==> src/rtl/term_ctrl_if.sv <==
`default_nettype none
// ============================================================================
// Module      : term_ctrl_if
// Description : Host byte handshake and terminal-core write port bundle for
//               term_ctrl. The host is the master; term_ctrl is the slave.
// Revision    : 1.0 - initial release
// ============================================================================
interface term_ctrl_if;
    logic [7:0] in_data;
    logic       in_stb;
    logic       in_ready;
    logic [7:0] data;
    logic       dstrobe;
    logic [1:0] dtype;
    logic [4:0] row;
    logic [6:0] col;

    modport master (
        output in_data, in_stb,
        input  in_ready, data, dstrobe, dtype, row, col
    );

    modport slave (
        input  in_data, in_stb,
        output in_ready, data, dstrobe, dtype, row, col
    );
endinterface
`default_nettype wire

==> src/rtl/term_ctrl.sv <==
`default_nettype none
// ============================================================================
// Module      : term_ctrl
// Description : Byte-stream front end for the terminal core. Decodes control
//               codes and the ESC Y row col escape, emits single-cycle write
//               strobes, tracks a shadow cursor and runs clear-screen fills.
// Revision    : 1.0 - initial release
// ============================================================================
module term_ctrl #(
    parameter int         ROWS = 30,
    parameter int         COLS = 80,
    parameter logic [7:0] FILL = 8'h20
) (
    input  wire logic  CLK_I,
    input  wire logic  RST_I,
    term_ctrl_if.slave bus
);

    localparam logic [4:0]  c_last_row  = 5'(ROWS - 1);
    localparam logic [6:0]  c_last_col  = 7'(COLS - 1);
    localparam logic [11:0] c_fill_last = 12'(ROWS * COLS - 1);
    localparam logic [1:0]  c_dt_char   = 2'd0;
    localparam logic [1:0]  c_dt_col    = 2'd1;
    localparam logic [1:0]  c_dt_row    = 2'd2;

    typedef enum logic [3:0] {
        INIT_COL, INIT_ROW, IDLE, CMD, FIX_ROW, ESC, ESC_Y, ESC_R,
        SET_ROW, SET_COL, CLR_ROW, CLR_COL, CLR_FILL, CLR_END
    } state_t;

    state_t      r_state;
    logic [7:0]  r_data;
    logic        r_dstrobe;
    logic [1:0]  r_dtype;
    logic        r_in_ready;
    logic [4:0]  r_row;
    logic [6:0]  r_col;
    logic [11:0] r_cnt;
    logic [4:0]  r_esc_row;
    logic [6:0]  r_esc_col;

    logic        w_accept;
    logic [7:0]  w_byte;
    logic        w_printable;
    logic        w_wrap;
    logic [4:0]  w_lf_row;
    logic [7:0]  w_tab_sum;
    logic [6:0]  w_tab_col;
    logic [7:0]  w_off;
    logic [4:0]  w_row_clamp;
    logic [6:0]  w_col_clamp;

    // Byte decode helpers: printable test, wrap detect, LF/TAB targets and
    // escape coordinate clamping (bytes below 0x20 clamp to 0).
    always_comb begin
        w_accept    = r_in_ready & bus.in_stb;
        w_byte      = bus.in_data;
        w_printable = (w_byte >= 8'h20) && (w_byte != 8'h7F);
        w_wrap      = (r_col == c_last_col) && (r_row == c_last_row);
        w_lf_row    = (r_row >= c_last_row) ? 5'd0 : r_row + 5'd1;
        w_tab_sum   = {1'b0, r_col | 7'd7} + 8'd1;
        w_tab_col   = (w_tab_sum > {1'b0, c_last_col}) ? c_last_col : w_tab_sum[6:0];
        w_off       = w_byte - 8'd32;
        w_row_clamp = 5'd0;
        w_col_clamp = 7'd0;
        if (w_byte >= 8'd32) begin
            w_row_clamp = (w_off > {3'b0, c_last_row}) ? c_last_row : w_off[4:0];
            w_col_clamp = (w_off > {1'b0, c_last_col}) ? c_last_col : w_off[6:0];
        end
    end

    // Control FSM: each transition also loads the registered strobe outputs
    // for the cycle that follows, so the first strobe of a command appears
    // the cycle after the byte is accepted.
    always_ff @(posedge CLK_I) begin
        if (RST_I) begin
            r_state    <= INIT_COL;
            r_data     <= 8'd0;
            r_dstrobe  <= 1'b0;
            r_dtype    <= c_dt_char;
            r_in_ready <= 1'b0;
            r_cnt      <= 12'd0;
            r_esc_row  <= 5'd0;
            r_esc_col  <= 7'd0;
        end else begin
            r_dstrobe <= 1'b0;
            case (r_state)
                INIT_COL: begin
                    r_dstrobe <= 1'b1; r_dtype <= c_dt_col; r_data <= 8'd0;
                    r_state   <= INIT_ROW;
                end
                INIT_ROW: begin
                    r_dstrobe <= 1'b1; r_dtype <= c_dt_row; r_data <= 8'd0;
                    r_state   <= CMD;
                end
                CMD: begin
                    r_state    <= IDLE;
                    r_in_ready <= 1'b1;
                end
                IDLE: begin
                    if (w_accept) begin
                        r_in_ready <= 1'b0;
                        r_state    <= CMD;
                        if (w_printable) begin
                            r_dstrobe <= 1'b1; r_dtype <= c_dt_char; r_data <= w_byte;
                            // Core wraps to row 30 here; pull it back to row 0.
                            if (w_wrap) r_state <= FIX_ROW;
                        end else begin
                            case (w_byte)
                                8'h0D: begin
                                    r_dstrobe <= 1'b1; r_dtype <= c_dt_col; r_data <= 8'd0;
                                end
                                8'h0A: begin
                                    r_dstrobe <= 1'b1; r_dtype <= c_dt_row; r_data <= {3'b0, w_lf_row};
                                end
                                8'h08: begin
                                    if (r_col != 7'd0) begin
                                        r_dstrobe <= 1'b1; r_dtype <= c_dt_col;
                                        r_data    <= {1'b0, r_col - 7'd1};
                                    end
                                end
                                8'h09: begin
                                    r_dstrobe <= 1'b1; r_dtype <= c_dt_col; r_data <= {1'b0, w_tab_col};
                                end
                                8'h0C: begin
                                    r_dstrobe <= 1'b1; r_dtype <= c_dt_row; r_data <= 8'd0;
                                    r_state   <= CLR_ROW;
                                end
                                8'h1B: begin
                                    r_state    <= ESC;
                                    r_in_ready <= 1'b1;
                                end
                                default: ;
                            endcase
                        end
                    end
                end
                FIX_ROW: begin
                    r_dstrobe <= 1'b1; r_dtype <= c_dt_row; r_data <= 8'd0;
                    r_state   <= CMD;
                end
                ESC: begin
                    if (w_accept) r_state <= (w_byte == 8'h59) ? ESC_Y : IDLE;
                end
                ESC_Y: begin
                    if (w_accept) begin
                        r_esc_row <= w_row_clamp;
                        r_state   <= ESC_R;
                    end
                end
                ESC_R: begin
                    if (w_accept) begin
                        r_esc_col  <= w_col_clamp;
                        r_in_ready <= 1'b0;
                        r_dstrobe  <= 1'b1; r_dtype <= c_dt_row; r_data <= {3'b0, r_esc_row};
                        r_state    <= SET_ROW;
                    end
                end
                SET_ROW: begin
                    r_dstrobe <= 1'b1; r_dtype <= c_dt_col; r_data <= {1'b0, r_esc_col};
                    r_state   <= SET_COL;
                end
                SET_COL: begin
                    r_state    <= IDLE;
                    r_in_ready <= 1'b1;
                end
                CLR_ROW: begin
                    r_dstrobe <= 1'b1; r_dtype <= c_dt_col; r_data <= 8'd0;
                    r_state   <= CLR_COL;
                end
                CLR_COL: begin
                    r_dstrobe <= 1'b1; r_dtype <= c_dt_char; r_data <= FILL;
                    r_cnt     <= 12'd0;
                    r_state   <= CLR_FILL;
                end
                CLR_FILL: begin
                    r_dstrobe <= 1'b1;
                    if (r_cnt == c_fill_last) begin
                        r_dtype <= c_dt_row; r_data <= 8'd0;
                        r_state <= CLR_END;
                    end else begin
                        r_dtype <= c_dt_char; r_data <= FILL;
                        r_cnt   <= r_cnt + 12'd1;
                    end
                end
                CLR_END: begin
                    r_state    <= IDLE;
                    r_in_ready <= 1'b1;
                end
                default: r_state <= INIT_COL;
            endcase
        end
    end

    // Shadow cursor follows the core's own update rules on each strobe.
    always_ff @(posedge CLK_I) begin
        if (RST_I) begin
            r_row <= 5'd0;
            r_col <= 7'd0;
        end else if (r_dstrobe) begin
            case (r_dtype)
                c_dt_char: begin
                    if (r_col == c_last_col) begin
                        r_col <= 7'd0;
                        r_row <= r_row + 5'd1;
                    end else begin
                        r_col <= r_col + 7'd1;
                    end
                end
                c_dt_col: r_col <= r_data[6:0];
                c_dt_row: r_row <= r_data[4:0];
                default:  ;
            endcase
        end
    end

    assign bus.data     = r_data;
    assign bus.dstrobe  = r_dstrobe;
    assign bus.dtype    = r_dtype;
    assign bus.in_ready = r_in_ready;
    assign bus.row      = r_row;
    assign bus.col      = r_col;

endmodule
`default_nettype wire

==> src/flat_wrapper.sv <==
// flat-port wrapper written by rule: the top's interface ports become plain ports
module term_ctrl_flat 
#(
    parameter int         ROWS = 30,
    parameter int         COLS = 80,
    parameter logic [7:0] FILL = 8'h20
)
  (CLK_I, RST_I, bus_in_data, bus_in_stb, bus_in_ready, bus_data, bus_dstrobe, bus_dtype, bus_row, bus_col);
  term_ctrl_if bus_i ();
  input  wire logic CLK_I;
  input  wire logic RST_I;
  input wire logic [$bits(bus_i.in_data)-1:0] bus_in_data;
  input wire logic [$bits(bus_i.in_stb)-1:0] bus_in_stb;
  output wire logic [$bits(bus_i.in_ready)-1:0] bus_in_ready;
  output wire logic [$bits(bus_i.data)-1:0] bus_data;
  output wire logic [$bits(bus_i.dstrobe)-1:0] bus_dstrobe;
  output wire logic [$bits(bus_i.dtype)-1:0] bus_dtype;
  output wire logic [$bits(bus_i.row)-1:0] bus_row;
  output wire logic [$bits(bus_i.col)-1:0] bus_col;
  assign bus_i.in_data = bus_in_data;
  assign bus_i.in_stb = bus_in_stb;
  assign bus_in_ready = bus_i.in_ready;
  assign bus_data = bus_i.data;
  assign bus_dstrobe = bus_i.dstrobe;
  assign bus_dtype = bus_i.dtype;
  assign bus_row = bus_i.row;
  assign bus_col = bus_i.col;
  term_ctrl #(.ROWS(ROWS), .COLS(COLS), .FILL(FILL)) u_core (.CLK_I(CLK_I), .RST_I(RST_I), .bus(bus_i));
endmodule
==> config.mk <==
export PLATFORM = sky130hd
export DESIGN_NAME = term_ctrl_flat
export DESIGN_NICKNAME = d
export VERILOG_FILES = /design/src/rtl/term_ctrl_if.sv /design/src/rtl/term_ctrl.sv /design/src/flat_wrapper.sv
export SDC_FILE = /design/constraint.sdc
export NUM_CORES = 1
export LEC_CHECK = 0
export CAP_MARGIN = 20
export CORE_MARGIN = 3
export CORE_UTILIZATION = 55
export CTS_BUF_LIST = sky130_fd_sc_hd__clkbuf_8 sky130_fd_sc_hd__clkbuf_16
export CTS_CLUSTER_DIAMETER = 150
export DETAILED_ROUTE_END_ITERATION = 8
export PLACE_DENSITY = 0.77
export REMOVE_ABC_BUFFERS = 1
export SLEW_MARGIN = 20
export SYNTH_ARGS = -nofsm -noshare
export SYNTH_HDL_FRONTEND = slang
export SYNTH_SLANG_ARGS = --single-unit
==> constraint.sdc <==
create_clock -name CLK_I -period 2.9 [get_ports CLK_I]
set_input_delay 0.29 -clock CLK_I [delete_from_list [all_inputs] [get_ports CLK_I]]
set_output_delay 0.29 -clock CLK_I [all_outputs]
set_load 0.05 [all_outputs]
==> Implementation_results.wiki, run 1 <==
{| class="wikitable"
! Metric !! Value
|-
| Routed via count divided by cell count || 6.40
|-
| Most used DFF post-synth || dfxtp_1
|-
| Antenna Cells || 0
|-
| Most common cell after layout, fill and taps aside || nor2_1
|-
| Critical path startpoint category || flip-flop
|-
| Max-cap check violation count || 0
|-
| Number of global-route vias before repair || 3,247
|-
| Remaining Overflow, GRT || 0
|-
| Num rows || 28
|-
| Number of distinct library cells after synthesis || 63
|-
| Area taken by flip-flops and latches || 1040 um^2
|-
| Setup repair after global routing missed its margin || no
|-
| Gate Count Post-Synth || 462
|-
| Fmax || 0.376 GHz
|-
| Synth Area in Adders || 3.60%
|-
| TritonCTS clock tree || done
|-
| Count of hold buffers inserted by post-cts repair || 0
|-
| Vert. Die Dim || 85.5 um
|-
| Power density relative to cell area || 483 nW/um^2
|-
| Post-synthesis sequential element count || 52
|-
| Filler Cell Count || 553
|-
| H-Tree Depth || 2
|-
| Post-synthesis instance area || 3480 um^2
|-
| Source-to-sink clock delay at the later pin of the worst-skew pair || 0.31 ns
|-
| Multiplexer share of the synthesized area || 0.612%
|-
| R2R Setup Slk || 0.24 ns
|-
| Count of flip-flops with a built-in enable after synthesis || 0
|-
| Buffers and inverters on the worst path || 1
|-
| Detailed Route WL || 9.49 mm
|-
| Leak pwr || 1.44 nW
|-
| Total Neg Setup Slack || 0 ns
|-
| Worst Clk Skew || 0.0109 ns
|-
| Hpwl dp || 7.01 mm
|-
| Cell family with most CP delay || simple AND/OR/NAND/NOR gates
|-
| CTS root buffer || clkbuf_8
|-
| Min Tclk post-route || 2.66 ns
|-
| GPL Wtd Cong || 0.940
|-
| Fraction of final layout cells with drive strength greater than 1 || 7.94%
|-
| Cell Chain, Critical Path || buf_4 > nand3_1 > a21oi_1 > nor3_1 > o31ai_1 > o311ai_0 > a21oi_1
|-
| Kind of critical path || flip-flop to flip-flop
|-
| Arrival @ worst endpoint || 2.85 ns
|-
| Total clock buffers created by CTS || 5
|-
| Initial Utilization || 57.7%
|-
| Number of placed instances, taps included || 558
|-
| Number of setup violations in the final report || 0
|-
| P&R area growth vs syn || 15.6%
|-
| Max rail drop VDD || 0.000336 V
|-
| Relative slew margins || 23.8%
|-
| Placeable core region || 6030 um^2
|-
| Number of cells upsized or downsized after cts || 0
|-
| Maximum count of clock buffers along a single path || 2
|-
| Violation count after the first detailed-routing iteration || 372
|-
| Routed wirelength normalized by instance count || 16.8 um
|-
| Final number of max-transition violations || 0
|-
| Dominant combinational cell family by area after synthesis || compound AO/OA/AOI/OAI gates
|-
| Antenna violations before repair || 0
|-
| Final cell count without fillers || 566
|-
| Min-delay worst type || flip-flop to flip-flop
|-
| Commonest cells after routing, fill and taps aside || nor2_1, dfxtp_1, nand2_1
|-
| Tightest Pin Transition || 1.13 ns
|-
| Mapped Avg Cell Area || 7.53 um^2
|-
| Clk slew on worst S/H paths || 0.10 ns
|-
| Place WS || 0.0901 ns
|-
| Area taken by multi-input logic gates || 2210 um^2
|-
| Post-route fraction of the period consumed by the critical path || 91.7%
|-
| Max stage delay cell, worst path || nor3_1
|-
| Number of ports placed on the die boundary || 35
|-
| Routed via count || 3,623
|-
| Nets || 511
|-
| Post-route antenna net violation count || 0
|-
| Largest net degree at the start of global routing || 22
|-
| First-pass GRT wire length || 15.8 mm
|-
| Final routed DRC violation total || 0
|-
| Category of the worst setup path capture point || flip-flop
|-
| Required time of the worst setup path || 3.09 ns
|-
| Outcome || complete, no violations
|-
| Synth Area in Compound Gates || 27.7%
|-
| Min Hold Slack || 0.461 ns
|-
| Fraction of the mapped netlist area in simple logic gates || 27.0%
|-
| Most repeated library cell on the critical path || a21oi_1
|-
| Share of synthesized registers carrying an async set or reset || 0%
|-
| Horiz. Die Dim || 85.5 um
|-
| Synth Area in XOR/XNOR || 4.79%
|-
| Number of warnings issued by yosys || 0
|-
| Portion of the post-synthesis area used by sequential elements || 29.9%
|-
| Number of sinks driven by the clock tree || 52
|-
| Number of detailed-route iterations in the first pass || 5
|-
| All-Layer GR Usage || 26.2%
|-
| CP max FO || 12
|-
| Setup slack after layout || 0.240 ns
|-
| Largest incremental delay on the critical path || 0.87 ns
|-
| Buffers inserted during post-CTS setup optimization || 0
|-
| Number of endpoints with negative hold slack in the final report || 0
|-
| Port Buf Inserts || 34
|-
| DIE AREA || 7310 um^2
|}
==> state kept, by name, summed over array words and instances (netlist names) <==
| register | count |
|---|---|
| u_core.bus.dtype | 2 |
| u_core.bus.col | 7 |
| u_core.r_esc_col | 7 |
| u_core.bus.dstrobe | 1 |
| u_core.bus.row | 5 |
| u_core.r_esc_row | 5 |
| u_core.r_state | 4 |
| u_core.bus.in_ready | 1 |
| u_core.bus.data | 8 |
| u_core.r_cnt | 12 |
==> per-stage QoR <==
stage / util, % / area [um^2] / total power (W)
after CTS: 66.7 / 4020 / 0.00193
after global placement: 64.8 / 3910 / 0.00143
after global routing: 66.7 / 4020 / 0.00203
final: 66.7 / 4020 / 0.00194
after detailed placement: 64.8 / 3910 / 0.00143
after floorplan: - / 3350 / 0.00121
==> power by group <==
part	leakage [nW]	internal, W	total [W]	switching, W
Clock	0.0541	0.000256	0.000510	0.000254
Combinational	0.960	0.000223	0.000617	0.000394
Sequential	0.422	0.000752	0.000814	0.0000625
Total	1.44	0.00123	0.00194	0.000711
==> metal layers <==
layer,global-route usage (%),share of wire (%),vias to the layer above
li1,-,-,1754
met1,36.9,46,1678
met2,42.5,46,174
met3,3.55,6.6,17
met4,6.47,1.5,0
met5,0,0,-
==> worst min-delay path, cell delays in order (launching register included) <==
cell	delay, ns
dfxtp_1	0.32
nand2_1	0.05
a21oi_1	0.05
==> cell usage after synthesis (6+ instances only) <==
| cell type | number | area, um^2 |
|---|---|---|
| and3_1 | 6 | 37.5 |
| clkbuf_1 | 23 | 86.3 |
| inv_1 | 24 | 90.1 |
| xor2_1 | 9 | 78.8 |
| xnor2_1 | 10 | 87.6 |
| nor2_1 | 57 | 214 |
| nand3_1 | 21 | 105 |
| dfxtp_1 | 52 | 1040 |
| ha_1 | 10 | 125 |
| a21oi_1 | 35 | 175 |
| a22oi_1 | 6 | 45.0 |
| a221oi_1 | 9 | 78.8 |
| nand4_1 | 8 | 50.1 |
| nor3_1 | 10 | 50.1 |
| o21ai_0 | 29 | 145 |
| nor2b_1 | 6 | 37.5 |
| nand2_1 | 44 | 165 |
| a211oi_1 | 11 | 82.6 |
==> path summary, 6_finish.rpt <==
kind	start	to	cells after the start
max	u_core.r_state[2]	u_core.bus.data[3]	7
min	u_core.bus.data[7]	u_core.bus.data[7]	2
max reg2reg	u_core.r_state[2]	u_core.bus.data[3]	7
min reg2reg	u_core.bus.data[7]	u_core.bus.data[7]	2
==> kinds of logic after synthesis <==
family,after synthesis
mux,2
buf+inv,54
simple gates,185
flops,52
compound gates,140
fa+ha+maj,10
xor+xnor,19
==> final cells by class <==
cell class,count,area share (%)
clock buffer,5,1.71
clock inverter,3,1.06
inverter,24,2.24
multi-input combinational,356,55.1
sequential,52,25.9
tap,75,2.33
timing repair buffer,51,11.6
Power figures use the tool's default switching activity.
==> run 2: changes to the inputs <==
--- a/config.mk
+++ b/config.mk
@@ -6,7 +6,7 @@
 export NUM_CORES = 1
 export LEC_CHECK = 0
 export CAP_MARGIN = 20
-export CORE_MARGIN = 3
+export CORE_MARGIN = 5
 export CORE_UTILIZATION = 55
 export CTS_BUF_LIST = sky130_fd_sc_hd__clkbuf_8 sky130_fd_sc_hd__clkbuf_16
 export CTS_CLUSTER_DIAMETER = 150
==> run 2 against run 1 <==
Wire length fell by 1.1%. Highest routed layer unchanged. Power fell by 3.4%. First-iteration DRC count fell by 33%. Critical path type unchanged. Design area fell by 0.47%.
==> Implementation_results.wiki, run 2 (synthesis results as in run 1) <==
{| class="wikitable"
! Metric !! Value
|-
| Tightest Pin Transition || 1.07 ns (was 1.13 ns)
|-
| Post-route antenna net violation count || 0 (unchanged)
|-
| Routed via count || 3,632 (was 3,623)
|-
| Final number of max-transition violations || 0 (unchanged)
|-
| Kind of critical path || flip-flop to flip-flop (unchanged)
|-
| Worst Clk Skew || 0.00777 ns (was 0.0109 ns)
|-
| Buffers inserted during post-CTS setup optimization || 0 (unchanged)
|-
| Clock share of power || 23.9% (was 26.3%)
|-
| DIE AREA || 8010 um^2 (was 7310 um^2)
|-
| Cell family with most CP delay || simple AND/OR/NAND/NOR gates (unchanged)
|-
| Number of ports placed on the die boundary || 35 (unchanged)
|-
| Setup repair after global routing missed its margin || no (unchanged)
|-
| Total clock buffers created by CTS || 5 (unchanged)
|-
| Area taken by multi-input logic gates || 2210 um^2 (unchanged)
|-
| First-pass GRT wire length || 15.6 mm (was 15.8 mm)
|-
| Max rail drop VDD || 0.000397 V (was 0.000336 V)
|-
| All-Layer GR Usage || 24.3% (was 26.2%)
|-
| Cell Chain, Critical Path || or2_2 > a21oi_1 > nor3_1 > o31ai_1 > o311ai_0 > a21oi_1 (was buf_4 > nand3_1 > a21oi_1 > nor3_1 > o31ai_1 > o311ai_0 > a21oi_1)
|-
| Most common cell after layout, fill and taps aside || nor2_1 (unchanged)
|-
| Power after layout || 0.00187 W (was 0.00194 W)
|-
| Source-to-sink clock delay at the later pin of the worst-skew pair || 0.31 ns (about the same)
|-
| Relative slew margins || 28.2% (was 23.8%)
|-
| Power density relative to cell area || 469 nW/um^2 (was 483 nW/um^2)
|-
| Number of global-route vias before repair || 3,220 (was 3,247)
|-
| Final design instance area without fill || 4000 um^2 (was 4020 um^2)
|-
| Largest register FFs || 12 (unchanged)
|-
| Num rows || 29 (was 28)
|-
| Initial Utilization || 55.7% (was 57.7%)
|-
| Switching power || 0.000707 W (was 0.000711 W)
|-
| Number of cells upsized or downsized after cts || 0 (unchanged)
|-
| Most repeated library cell on the critical path || a21oi_1 (unchanged)
|-
| TritonCTS clock tree || done (unchanged)
|-
| Hpwl dp || 7.04 mm (was 7.01 mm)
|-
| Number of setup violations in the final report || 0 (unchanged)
|-
| Final routed DRC violation total || 0 (unchanged)
|-
| GPL Wtd Cong || 0.937 (was 0.940)
|-
| Fraction of final layout cells with drive strength greater than 1 || 7.76% (was 7.94%)
|-
| Flop pwr share || 43.4% (was 41.9%)
|-
| Buffers and inverters on the worst path || 0 (was 1)
|-
| Max-cap check violation count || 0 (unchanged)
|-
| Remaining Overflow, GRT || 0 (unchanged)
|-
| Largest net degree at the start of global routing || 36 (was 22)
|-
| Max stage delay cell, worst path || nor3_1 (unchanged)
|-
| Nets || 510 (was 511)
|-
| Arrival @ worst endpoint || 2.74 ns (was 2.85 ns)
|-
| Outcome || complete, no violations (unchanged)
|-
| Total Neg Setup Slack || 0 ns (unchanged)
|-
| Placement Cell Area || 3900 um^2 (was 3910 um^2)
|-
| Min-delay worst type || flip-flop to flip-flop (unchanged)
|-
| Internal power consumption || 0.00117 W (was 0.00123 W)
|-
| Area taken by flip-flops and latches || 1040 um^2 (unchanged)
|-
| Clk slew on worst S/H paths || 0.10 ns (about the same)
|-
| Count of hold buffers inserted by post-cts repair || 0 (unchanged)
|-
| Min Tclk post-route || 2.55 ns (was 2.66 ns)
|-
| Port Buf Inserts || 34 (unchanged)
|-
| Violation count after the first detailed-routing iteration || 251 (was 372)
|-
| Post-route fraction of the period consumed by the critical path || 88.0% (was 91.7%)
|-
| Number of endpoints with negative hold slack in the final report || 0 (unchanged)
|-
| Critical path startpoint category || flip-flop (unchanged)
|-
| Required time of the worst setup path || 3.09 ns (about the same)
|-
| Switching fraction of total power || 37.7% (was 36.6%)
|-
| Placeable core region || 6240 um^2 (was 6030 um^2)
|-
| P&R area growth vs syn || 15.0% (was 15.6%)
|-
| Largest incremental delay on the critical path || 0.83 ns (was 0.87 ns)
|-
| Register name with the most flops || u_core.r_cnt (unchanged)
|-
| Antenna violations before repair || 0 (unchanged)
|-
| Category of the worst setup path capture point || flip-flop (unchanged)
|-
| Horiz. Die Dim || 89.5 um (was 85.5 um)
|-
| Number of detailed-route iterations in the first pass || 6 (was 5)
|-
| Number of sinks driven by the clock tree || 52 (unchanged)
|-
| Routed wirelength normalized by instance count || 16.5 um (was 16.8 um)
|-
| Antenna Cells || 0 (unchanged)
|-
| Commonest cells after routing, fill and taps aside || nor2_1, dfxtp_1, nand2_1 (unchanged)
|-
| CTS root buffer || clkbuf_8 (unchanged)
|-
| Post-layout util || 64.1% (was 66.7%)
|-
| CP max FO || 13 (was 12)
|-
| Fmax || 0.392 GHz (was 0.376 GHz)
|-
| H-Tree Depth || 2 (unchanged)
|-
| Maximum count of clock buffers along a single path || 2 (unchanged)
|-
| Leak pwr || 1.42 nW (was 1.44 nW)
|-
| Filler Cell Count || 578 (was 553)
|-
| Combinational share of power || 32.7% (was 31.8%)
|-
| Detailed Route WL || 9.38 mm (was 9.49 mm)
|-
| Vert. Die Dim || 89.5 um (was 85.5 um)
|-
| Routed via count divided by cell count || 6.41 (was 6.40)
|}
-- run 2: tightest hold or removal path, stage by stage (launching register included) --
cell and delay, ns:
dfxtp_1 0.32, nand2_1 0.05, a21oi_1 0.05
-- run 2: layout make-up --
cell class | instances | area share (%)
Inverter | 24 | 2.25
Clock inverter | 2 | 0.375
Multi-Input combinational cell | 356 | 55.4
Sequential cell | 52 | 26.0
Tap cell | 77 | 2.41
Timing Repair Buffer | 50 | 11.5
Clock buffer | 6 | 2.06
-- run 2: final timing paths --
| kind | from | to | slack, ns | cells after the start |
|---|---|---|---|---|
| max | u_core.r_state[2] | u_core.bus.data[3] | 0.35 | 6 |
| min | u_core.r_esc_row[3] | u_core.r_esc_row[3] | 0.46 | 2 |
| max reg2reg | u_core.r_state[2] | u_core.bus.data[3] | 0.35 | 6 |
| min reg2reg | u_core.r_esc_row[3] | u_core.r_esc_row[3] | 0.46 | 2 |
-- run 2: metrics by stage --
stage          cells  setup WS [ns]  hold slack [ns]
3_3_place_gp     559          0.208            0.437
2_1_floorplan    432          0.432            0.359
4_1_cts          567          0.403            0.454
5_1_grt          567         0.0759            0.479
6_report         567          0.348            0.455
3_5_place_dp     559          0.134            0.440
-- run 2: per-layer routing --
layer  routed length (um)  GRT usage [%]
met3                  657           3.13
met1                 4280           34.5
met4                  108           5.14
met5                    0              0
met2                 4340           39.4
-- run 2: power groups by stage --
stage | combinational, W | clock [W] | sequential (W)
2_1_floorplan | 0.000274 | 0 | 0.000935
3_3_place_gp | 0.000598 | 0 | 0.000829
3_5_place_dp | 0.000601 | 0 | 0.000830
4_1_cts | 0.000605 | 0.000458 | 0.000813
5_1_grt | 0.000663 | 0.000490 | 0.000822
6_report | 0.000613 | 0.000448 | 0.000814
